`config.mk`:
```
export PLATFORM = sky130hd
export DESIGN_NAME = adder_accum
export DESIGN_NICKNAME = d
export VERILOG_FILES = /design/src/rtl/adder_accum.sv
export SDC_FILE = /design/constraint.sdc
export NUM_CORES = 1
export LEC_CHECK = 0
export BUFFER_PORTS_ARGS = -buffer_cell sky130_fd_sc_hd__buf_4
export CORE_MARGIN = 8
export CORE_UTILIZATION = 44
export CTS_CLUSTER_DIAMETER = 50
export DETAILED_ROUTE_END_ITERATION = 10
export GPL_ROUTABILITY_DRIVEN = 0
export PLACE_DENSITY = 0.69
export SYNTH_ARGS = -nofsm -noshare
export SYNTH_HDL_FRONTEND = slang
export SYNTH_SLANG_ARGS = --single-unit
export TNS_END_PERCENT = 10
```
`constraint.sdc`:
```
create_clock -name clk -period 2.35 [get_ports clk]
set_input_delay 0.1175 -clock clk [delete_from_list [all_inputs] [get_ports clk]]
set_output_delay 0.1175 -clock clk [all_outputs]
set_load 0.005 [all_outputs]
```
`src/rtl/adder_accum.sv`:
```
// adder_accum: accumulates a batch of 5-bit adder results {carry,sum}.
// Sample input and result output both use valid/ready handshakes.
//
// Ports:
//   clk, rst           rising-edge clock, synchronous active-high reset
//   start, batch_len   begin a batch of batch_len samples (IDLE only)
//   in_valid/in_ready  sample handshake carrying sum[3:0] and carry
//   out_valid/out_ready result handshake
//   out_acc            total modulo 2^ACC_W
//   out_count          samples accepted in the batch
//   out_ovf            sticky: total passed 2^ACC_W-1 at least once
//   busy               high whenever not IDLE
module adder_accum #(
    parameter int ACC_W = 8,
    parameter int CNT_W = 4
) (
    input  logic             clk,
    input  logic             rst,
    input  logic             start,
    input  logic [CNT_W-1:0] batch_len,
    input  logic             in_valid,
    output logic             in_ready,
    input  logic [3:0]       sum,
    input  logic             carry,
    output logic             out_valid,
    input  logic             out_ready,
    output logic [ACC_W-1:0] out_acc,
    output logic [CNT_W-1:0] out_count,
    output logic             out_ovf,
    output logic             busy
);

    typedef enum logic [1:0] {
        IDLE  = 2'd0,
        ACCUM = 2'd1,
        DONE  = 2'd2
    } state_t;

    state_t state;
    state_t state_nx;

    logic [CNT_W-1:0] len_q;
    logic [CNT_W-1:0] cnt_q;
    logic [ACC_W-1:0] acc_q;
    logic             ovf_q;

    logic             xfer;
    logic             go;
    logic [ACC_W:0]   acc_next;
    logic [CNT_W-1:0] cnt_inc;

    // Outputs are plain decodes of flops; no input reaches an output
    // without passing through a register.
    assign in_ready  = (state == ACCUM);
    assign out_valid = (state == DONE);
    assign busy      = (state != IDLE);
    assign out_acc   = acc_q;
    assign out_count = cnt_q;
    assign out_ovf   = ovf_q;

    assign go       = start & (state == IDLE);
    assign xfer     = in_valid & (state == ACCUM);
    // One extra bit so the carry out of the accumulator is visible.
    assign acc_next = {1'b0, acc_q} + {{(ACC_W-4){1'b0}}, carry, sum};
    assign cnt_inc  = cnt_q + 1'b1;

    always_comb begin
        state_nx = state;
        unique case (state)
            IDLE: begin
                if (start) begin
                    if (batch_len == '0) state_nx = DONE;
                    else                 state_nx = ACCUM;
                end
            end
            ACCUM: begin
                if (in_valid && (cnt_inc == len_q)) state_nx = DONE;
            end
            DONE: begin
                if (out_ready) state_nx = IDLE;
            end
            default: state_nx = IDLE;
        endcase
    end

    always_ff @(posedge clk) begin
        if (rst) state <= IDLE;
        else     state <= state_nx;
    end

    always_ff @(posedge clk) begin
        if (rst) begin
            len_q <= '0;
            cnt_q <= '0;
            acc_q <= '0;
            ovf_q <= 1'b0;
        end else if (go) begin
            len_q <= batch_len;
            cnt_q <= '0;
            acc_q <= '0;
            ovf_q <= 1'b0;
        end else if (xfer) begin
            acc_q <= acc_next[ACC_W-1:0];
            ovf_q <= ovf_q | acc_next[ACC_W];
            cnt_q <= cnt_inc;
        end
    end

endmodule

```
==> results of run 1 <==
==> placed cells by master (no fill, tap or decap), types with 2 or more instances in the layout <==
cell type / instances
xor2_1: 3
inv_1: 2
or2_2: 2
mux2i_1: 4
or4_1: 2
buf_4: 31
o21ai_0: 4
nand2_1: 11
and3_1: 2
nor2b_1: 2
a211oi_1: 3
xnor2_1: 6
ha_1: 6
clkbuf_4: 3
dfxtp_1: 19
and2_1: 2
nand3_1: 3
nor2_1: 11
a21oi_1: 7
o31ai_1: 4
==> logic make-up (layout without fill, tap and decap cells) <==
group,count (synthesis),in the layout
flip-flops,19,19
multiplexers,4,4
AO/OA/AOI/OAI,26,26
adder cells (fa/ha/maj),7,7
AND/OR/NAND/NOR,45,45
buffers and inverters,6,37
XOR/XNOR,9,9
==> cell type report <==
type,instances,area [µm²],area share [%]
inverter,2,7.507,0.5676
clock buffer,3,22.52,1.703
timing repair buffer,31,232.7,17.60
sequential,19,380.4,28.76
tap,28,35.03,2.649
multi-input combinational,91,636.9,48.16
clock inverter,1,7.507,0.5676
==> how the worst max path moves through the flow <==
stage / from / endpoint
finish: out_acc[0] / out_ovf
global route: out_acc[0] / out_acc[4]
CTS: out_acc[0] / out_ovf
detailed placement: out_acc[0] / out_ovf
global placement: out_acc[0] / out_acc[4]
floorplan: out_acc[0] / out_acc[4]
==> per-layer routing <==
metal  part of all wire, %  GRT usage (%)
met1                    44          13.23
met3                   4.9          4.639
met2                    50          19.38
met4                  0.94          4.905
met5                     0              0
==> critical path, stage by stage (launching register included) <==
cell and delay, ps:
dfxtp_1 340, ha_1 210, fa_1 410, a211o_1 300
a31oi_1 230, nand3b_1 140, a21oi_1 60
==> flip-flops by register name (all words and copies together) (netlist names) <==
| register | cells |
|---|---|
| state | 2 |
| out_ovf | 1 |
| out_count | 4 |
| len_q | 4 |
| out_acc | 8 |
==> through the flow <==
| step | util, % | hold slack (ps) |
|---|---|---|
| after floorplan | - | 264.7 |
| after global placement | 57.87 | 358.3 |
| after detailed placement | 57.87 | 367.0 |
| after CTS | 59.22 | 13.71 |
| after global routing | 59.22 | 22.31 |
| final | 59.22 | 37.32 |
==> power by group <==
part           internal, mW  total (mW)  switching [mW]
combinational        0.0627       0.119          0.0562
sequential            0.333       0.345          0.0118
clock                0.0651       0.172           0.107
==> flow_summary.ini, run 1 <==
[placed_design]
placed_area_um2 = 1292
place_hpwl_um = 1870
io_buffers = 29
place_inst = 171
place_ws_ps = 546.7

[setup_path]
path_class = reg2reg
timing.rr.start = out_acc[0]
reg2reg_to = out_ovf
rrSetupSlack_ps = 530
crit_arrival_ps = 2010
crit_path_end_kind = flip-flop
worst_setup_path_start_kind = flip-flop
crit_required_ps = 2540
path_max_fanout = 3
reg2reg_depth = 6

[synthesis]
yosys-top-cells-area = dfxtp_1, ha_1, xnor2_1, nand2_1, nor2_1
synthXorXnorAreaFrac_pct = 7.518
synth_top_area_share_pct = 36.28
synthCells = 116
synth_compound_area_share_pct = 16.47
synth-edff-count = 0
syn_nets = 137
synth_fa_ha_area_share_pct = 9.069
synth-simple-area-share_pct = 23.87
ys_types = 40
syn_area_um2 = 1049
postSynthAreaPerCell_um2 = 9.039
synth_mux_area_share_pct = 3.819
ys_seq_elements = 19
synth_top_family_by_area = simple AND/OR/NAND/NOR gates
synth_ff_type = dfxtp_1
async_flop_share_pct = 0
synth.most_common_cell = dfxtp_1
synth_top_cell_by_area = dfxtp_1
netlist_top_cells_count = dfxtp_1, nand2_1, nor2_1
synth.yosys.seq_area_share_pct = 36.28
ys_warn_count = 0

[detailed_routing]
postRouteAntennaNets = 0
vias_per_cell = 5.291
wl_per_cell_um = 13.34
vias = 926
drc = 0
drt_iter0_markers = 15
firstDrtPassIters = 4
wl_um = 2335

[grt]
gr-total-overflow = 0
grt_max_degree = 13
grt_pass1_wl_um = 4022
antenna_found_initial = 0
grt_util_all_layers_pct = 11.76
grt_pass1_vias = 945

[cts]
worstSkewPairLatency_ps = 310
cts_sinks = 19
htreeDepth = 1
cts_made_buffers = 3
postCtsResizedCells = 0
post_cts_buffers = 0
hold_buffers = 0
cts_buffer_depth = 2
path_clk_slew_ps = 110
root_buffer = clkbuf_4
tritoncts = done

[timing]
fin_crit_ps = 1824
maxSlewViolCount = 0
finalSetupTns_ps = 0
tightest_slew_ps = 438.7
fmax_mhz = 548.3
skew_ps = 7.201
finalHoldViolCount = 0
rsz0062_at_grt = false
final-setup-viol-count = 0
setup_slack_ps = 526.1
fin_crit_sh_pct = 77.61
slew_headroom_pct = 70.48

[layout]
drive_gt1_share_pct = 29.25
area_growth_pct = 26.13
stdcell_area_um2 = 1323
nFillCells = 216
diodes = 0
finalNetCount = 169
final_cells = 175

[hold_path]
min_from = rst
hold_class = in2reg
holdPathStages = 2
min_to = len_q[3]

[outcome]
outcome = finished, final reports clean

[floorplan]
rows = 17
coreArea_um2 = 2233
dieHeight_um = 64.82
ioPinCount = 30
die_w_um = 64.82
start_util_pct = 46.95
die-area_um2 = 4201

[job]
cap_violations = 0

[power_and_ir_drop]
vdd_drop_max_uv = 425.4
p_leak_nw = 0.5737
power_uw = 635.1
powerDensity_nw_per_um2 = 480.3
Note: power is estimated with default switching activity, not from simulation.
==> run 2, diff against run 1 <==
--- a/config.mk
+++ b/config.mk
@@ -5,13 +5,14 @@
 export SDC_FILE = /design/constraint.sdc
 export NUM_CORES = 1
 export LEC_CHECK = 0
+export ABC_AREA = 1
 export BUFFER_PORTS_ARGS = -buffer_cell sky130_fd_sc_hd__buf_4
 export CORE_MARGIN = 8
 export CORE_UTILIZATION = 44
 export CTS_CLUSTER_DIAMETER = 50
 export DETAILED_ROUTE_END_ITERATION = 10
 export GPL_ROUTABILITY_DRIVEN = 0
-export PLACE_DENSITY = 0.69
+export PLACE_DENSITY = 0.71
 export SYNTH_ARGS = -nofsm -noshare
 export SYNTH_HDL_FRONTEND = slang
 export SYNTH_SLANG_ARGS = --single-unit
==> constraint.sdc (replaced) <==
create_clock -name clk -period 1.5 [get_ports clk]
set_input_delay 0.075 -clock clk [delete_from_list [all_inputs] [get_ports clk]]
set_output_delay 0.075 -clock clk [all_outputs]
set_load 0.005 [all_outputs]
==> run 2 against run 1 <==
Effect of this change:
- clock skew shrank 1.5 ps
- critical path depth grew 3
- via count grew 20%
- clock power grew 58%
- fmax grew 23%
- total power grew 120%
- final cell count grew 27%
- non-clock buffer count grew 6
- synthesized area grew 5.7%
- synthesized cell count grew 31%
- flip-flop and latch count is the same
- design area grew 14%
- critical endpoint unchanged
- largest power group unchanged
==> flow_summary.ini, run 2 <==
[layout]
drive_gt1_share_pct = 35.42
stdcell_area_um2 = 1511
utilization_pct = 62.14
diodes = 0
final_cell_mix = buf_4, nand2_1, inv_1
final_common_cell = buf_4
largest_reg_flops = 8
area_growth_pct = 36.34
finalNetCount = 214

[floorplan]
dieHeight_um = 66.20
die-area_um2 = 4382
start_util_pct = 45.58
coreArea_um2 = 2432
ioPinCount = 30
die_w_um = 66.20
rows = 18

[cts]
cts_sinks = 19
cts_made_buffers = 3
cts_buffer_depth = 2
worstSkewPairLatency_ps = 310
tritoncts = done
root_buffer = clkbuf_4
path_clk_slew_ps = 120
htreeDepth = 1

[synthesis]
syn_nets = 173
synth.yosys.seq_area_share_pct = 34.31
synth_top_cell_by_area = dfxtp_1
syn_area_um2 = 1109
ys_seq_elements = 19
postSynthAreaPerCell_um2 = 7.293
synth_ff_type = dfxtp_1
netlist_top_cells_count = nand2_1, inv_1, dfxtp_1
synth.most_common_cell = nand2_1
async_flop_share_pct = 0
yosys-top-cells-area = dfxtp_1, nand2_1, inv_1, a21oi_1, ha_1
synth_top_area_share_pct = 34.31
synth-edff-count = 0
ys_types = 24
ys_warn_count = 0
synthCells = 152

[timing]
fin_crit_ps = 1486
final-setup-viol-count = 0
slew_headroom_pct = 82.62
finalSetupTns_ps = 0
tightest_slew_ps = 259.7
finalHoldViolCount = 0
skew_ps = 5.723
rsz0062_at_grt = true
fin_crit_sh_pct = 99.04
maxSlewViolCount = 0
fmax_mhz = 673.1

[setup_path]
crit_required_ps = 1710
path_class = reg2reg
rrSetupSlack_ps = 10
crit_path_end_kind = flip-flop
crit_arrival_ps = 1700
worst_setup_path_start_kind = flip-flop
path_max_fanout = 2

[power_and_ir_drop]
power_mw = 1.375
p_leak_nw = 0.7018
vdd_drop_max_uv = 681.1
powerDensity_nw_per_um2 = 909.9

[hold_path]
hold_class = in2reg

[placed_design]
placed_area_um2 = 1399
place_hpwl_um = 2056
io_buffers = 29

[detailed_routing]
drt_iter0_markers = 55
firstDrtPassIters = 4
postRouteAntennaNets = 0
vias_per_cell = 5.000
wl_um = 2697
wl_per_cell_um = 12.15
vias = 1110
drc = 0

[grt]
grt_pass1_vias = 1086
grt_pass1_wl_um = 4436
antenna_found_initial = 0
grt_max_degree = 12
grt_util_all_layers_pct = 12.53
gr-total-overflow = 0

[outcome]
outcome = finished, final reports clean

[job]
cap_violations = 0
==> run 2: worst max-delay path, cell delays in order (launching register included) <==
cell and delay [ps]:
dfxtp_2 350, ha_4 160, fa_2 340, nand3_2 80, nand2_2 70, nand2_2 70
a21oi_2 50, and2_4 130, a21oi_2 100, nor2_1 50
==> run 2: cell type report <==
class / count / area (µm²)
multi-input cells: 107 / 689.4
repair buffers: 37 / 280.3
inverters: 25 / 93.84
clock inverters: 1 / 5.005
fillers: 218 / 920.9
clock buffers: 3 / 22.52
well taps: 30 / 37.54
flip-flops and latches: 19 / 382.9
==> run 2: per-stage QoR <==
step | setup slack, ps | instances | hold WS [ps]
floorplan | 18.85 | 152 | 137.4
global placement | 8.141 | 215 | 281.0
detailed placement | -13.97 | 215 | 282.6
CTS | -18.56 | 221 | 17.33
global route | -49.90 | 222 | 26.86
finish | 14.42 | 222 | 30.41
==> run 2: power breakdown <==
group / internal [mW] / switching [mW] / total (mW)
combinational: 0.228 / 0.280 / 0.508
sequential: 0.554 / 0.0408 / 0.595
clock: 0.0995 / 0.172 / 0.272
==> run 2: per-layer routing <==
layer  GRT usage, %  up-vias  share of wire, %
li1               -      572                 -
met1          13.09      509                42
met2          23.64       27                52
met3          3.559        2               5.3
met4          3.200        0              0.56
met5              0        -                 0
==> run 2: kinds of logic after synthesis <==
| logic type | Yosys count | share of synthesized area [%] |
|---|---|---|
| XOR/XNOR | 3 | 2.371 |
| buffers and inverters | 26 | 9.142 |
| adder cells (fa/ha/maj) | 7 | 8.578 |
| flip-flops | 19 | 34.31 |
| AND/OR/NAND/NOR | 60 | 25.73 |
| AO/OA/AOI/OAI | 37 | 19.86 |
==> run 2: path summary, 6_finish.rpt <==
kind,start,to,cells after the start
worst min register to register,len_q[2],len_q[2],2
worst max register to register,out_acc[0],out_ovf,9
worst min-delay path,batch_len[0],len_q[0],3
worst max-delay path,out_acc[0],out_ovf,9
==> run 2: what timing repair did <==
item | in CTS | in global routing
setup buffers | 1 | 1
hold endpoints to repair | 2 | 0
endpoints found under the setup margin | 1 | 6
pin swaps | 2 | 1
gates resized for setup | 6 | 5
hold buffers | 1 | 0
==> run 3, diff against run 2 <==
--- a/config.mk
+++ b/config.mk
@@ -7,12 +7,13 @@
 export LEC_CHECK = 0
 export ABC_AREA = 1
 export BUFFER_PORTS_ARGS = -buffer_cell sky130_fd_sc_hd__buf_4
+export CORE_ASPECT_RATIO = 1.1
 export CORE_MARGIN = 8
-export CORE_UTILIZATION = 44
+export CORE_UTILIZATION = 46
 export CTS_CLUSTER_DIAMETER = 50
 export DETAILED_ROUTE_END_ITERATION = 10
 export GPL_ROUTABILITY_DRIVEN = 0
-export PLACE_DENSITY = 0.71
+export PLACE_DENSITY = 0.74
 export SYNTH_ARGS = -nofsm -noshare
 export SYNTH_HDL_FRONTEND = slang
 export SYNTH_SLANG_ARGS = --single-unit
==> run 3 against run 2 <==
Effect of this change:
- the run now ends with negative setup slack left
- largest power group unchanged
- highest routed layer unchanged
- sequential power rose by 0.7%
- global-route usage rose by 0.56 points
- routed wire length rose by 1.2%
- via count fell by 0.72%
- clock-buffer cell count rose by 1
- clock power fell by 3%
==> flow_summary.ini, run 3 (synthesis results as in run 2) <==
[setup_path]
path_class = reg2reg
worst_setup_path_start_kind = flip-flop
crit_required_ps = 1700
crit_arrival_ps = 1700
slowest_delay_ps = 350
critPathSlowestCell = dfxtp_2
cp_top_family = adder cells
path_max_fanout = 2
crit_path_end_kind = flip-flop
critical_path_buf_inv_count = 0
reg2reg_to = out_ovf
worstPathCellList = ha_4 > fa_2 > nand3_2 > nand2_2 > nand2_2 > a21oi_2 > and2_4 > a21oi_2 > nor2_1
reg2reg_depth = 9
timing.rr.start = out_acc[0]
rrSetupSlack_ps = -5

[layout]
area_growth_pct = 37.13
finalNetCount = 213
largest_reg_flops = 8
drive_gt1_share_pct = 36.65
final_common_cell = buf_4
diodes = 0
final_cell_mix = buf_4, nand2_1, inv_1
final_cells = 221
utilization_pct = 66.83

[cts]
cts_made_buffers = 3
tritoncts = done
cts_buffer_depth = 2
cts_sinks = 19
htreeDepth = 1
root_buffer = clkbuf_4
path_clk_slew_ps = 110
worstSkewPairLatency_ps = 290

[outcome]
outcome = finished, violations left
violations = negative setup slack

[grt]
antenna_found_initial = 0
grt_util_all_layers_pct = 13.08
grt_pass1_vias = 1128
gr-total-overflow = 0
grt_pass1_wl_um = 4595
grt_max_degree = 11

[floorplan]
die_w_um = 62.81
dieHeight_um = 67.49
die-area_um2 = 4238
start_util_pct = 48.73
ioPinCount = 30
coreArea_um2 = 2275
rows = 18

[detailed_routing]
drt_iter0_markers = 38
postRouteAntennaNets = 0
wl_per_cell_um = 12.35
vias = 1102
vias_per_cell = 4.986
wl_um = 2730
firstDrtPassIters = 4
drc = 0

[power_and_ir_drop]
power_mw = 1.375
p_leak_nw = 0.6919
powerDensity_nw_per_um2 = 904.5
vdd_drop_max_uv = 623.3

[hold_path]
min_to = len_q[0]
holdPathStages = 3
hold_class = in2reg
min_from = batch_len[0]

[timing]
rsz0062_at_grt = true
slew_headroom_pct = 82.93
final-setup-viol-count = 1
tightest_slew_ps = 255.1
fin_crit_ps = 1505
finalHoldViolCount = 0
setup_slack_ps = -5.002
maxSlewViolCount = 0
fin_crit_sh_pct = 100.3
skew_ps = 1.798
fmax_mhz = 664.5

[job]
cap_violations = 0

[placed_design]
place_hpwl_um = 2141
place_inst = 215
io_buffers = 29
run 3: layer usage:
metal,track usage [%],share of wire [%]
met1,12.66,43
met2,26.65,52
met3,3.808,4.1
met4,3.704,1.4
met5,0,0
run 3: final cells by class:
class	count	area [µm²]
repair buffers	36	272.8
inverters	25	93.84
flip-flops and latches	19	385.4
multi-input cells	107	704.4
fillers	208	754.5
clock buffers	4	26.28
well taps	30	37.54
run 3: tightest hold or removal path, cell delays in order:
cell	delay [ps]
buf_4	110
nand2_1	60
a21oi_1	60
run 3: through the flow:
step | TNS [ps] | hold WS [ps] | worst slack [ps] | instance area, µm²
3_3_place_gp | 0 | 283.9 | 16.85 | 1399
3_5_place_dp | -44.33 | 286.3 | -44.33 | 1399
4_1_cts | -58.34 | 39.63 | -58.34 | 1464
2_1_floorplan | 0 | 137.4 | 18.85 | 1114
6_report | -5.002 | 44.55 | -5.002 | 1520
5_1_grt | -97.44 | 51.37 | -64.80 | 1520
run 3: repair_timing:
action	in CTS	in global routing
endpoints found under the hold margin	2	0
hold buffers	1	0
cloned	0	0
pin swaps	1	1
endpoints found under the setup margin	1	8
gates resized for setup	5	9
setup buffers	1	0
run 3: how the worst max path moves through the flow:
| stage | endpoint | start | slack, ps | cells after the start |
|---|---|---|---|---|
| floorplan | out_ovf | out_acc[0] | 20 | 9 |
| finish | out_ovf | out_acc[0] | -5 | 9 |
| CTS | out_ovf | out_acc[0] | -60 | 9 |
| detailed placement | out_ovf | out_acc[0] | -40 | 9 |
| global placement | out_ovf | out_acc[0] | 20 | 9 |
| global route | out_ovf | out_acc[0] | -60 | 9 |
run 3: where the power goes:
group	total, mW	leakage [nW]	internal, mW	switching (mW)
Combinational	0.514	0.520	0.228	0.286
Sequential	0.599	0.157	0.556	0.0432
Clock	0.263	0.0150	0.103	0.159
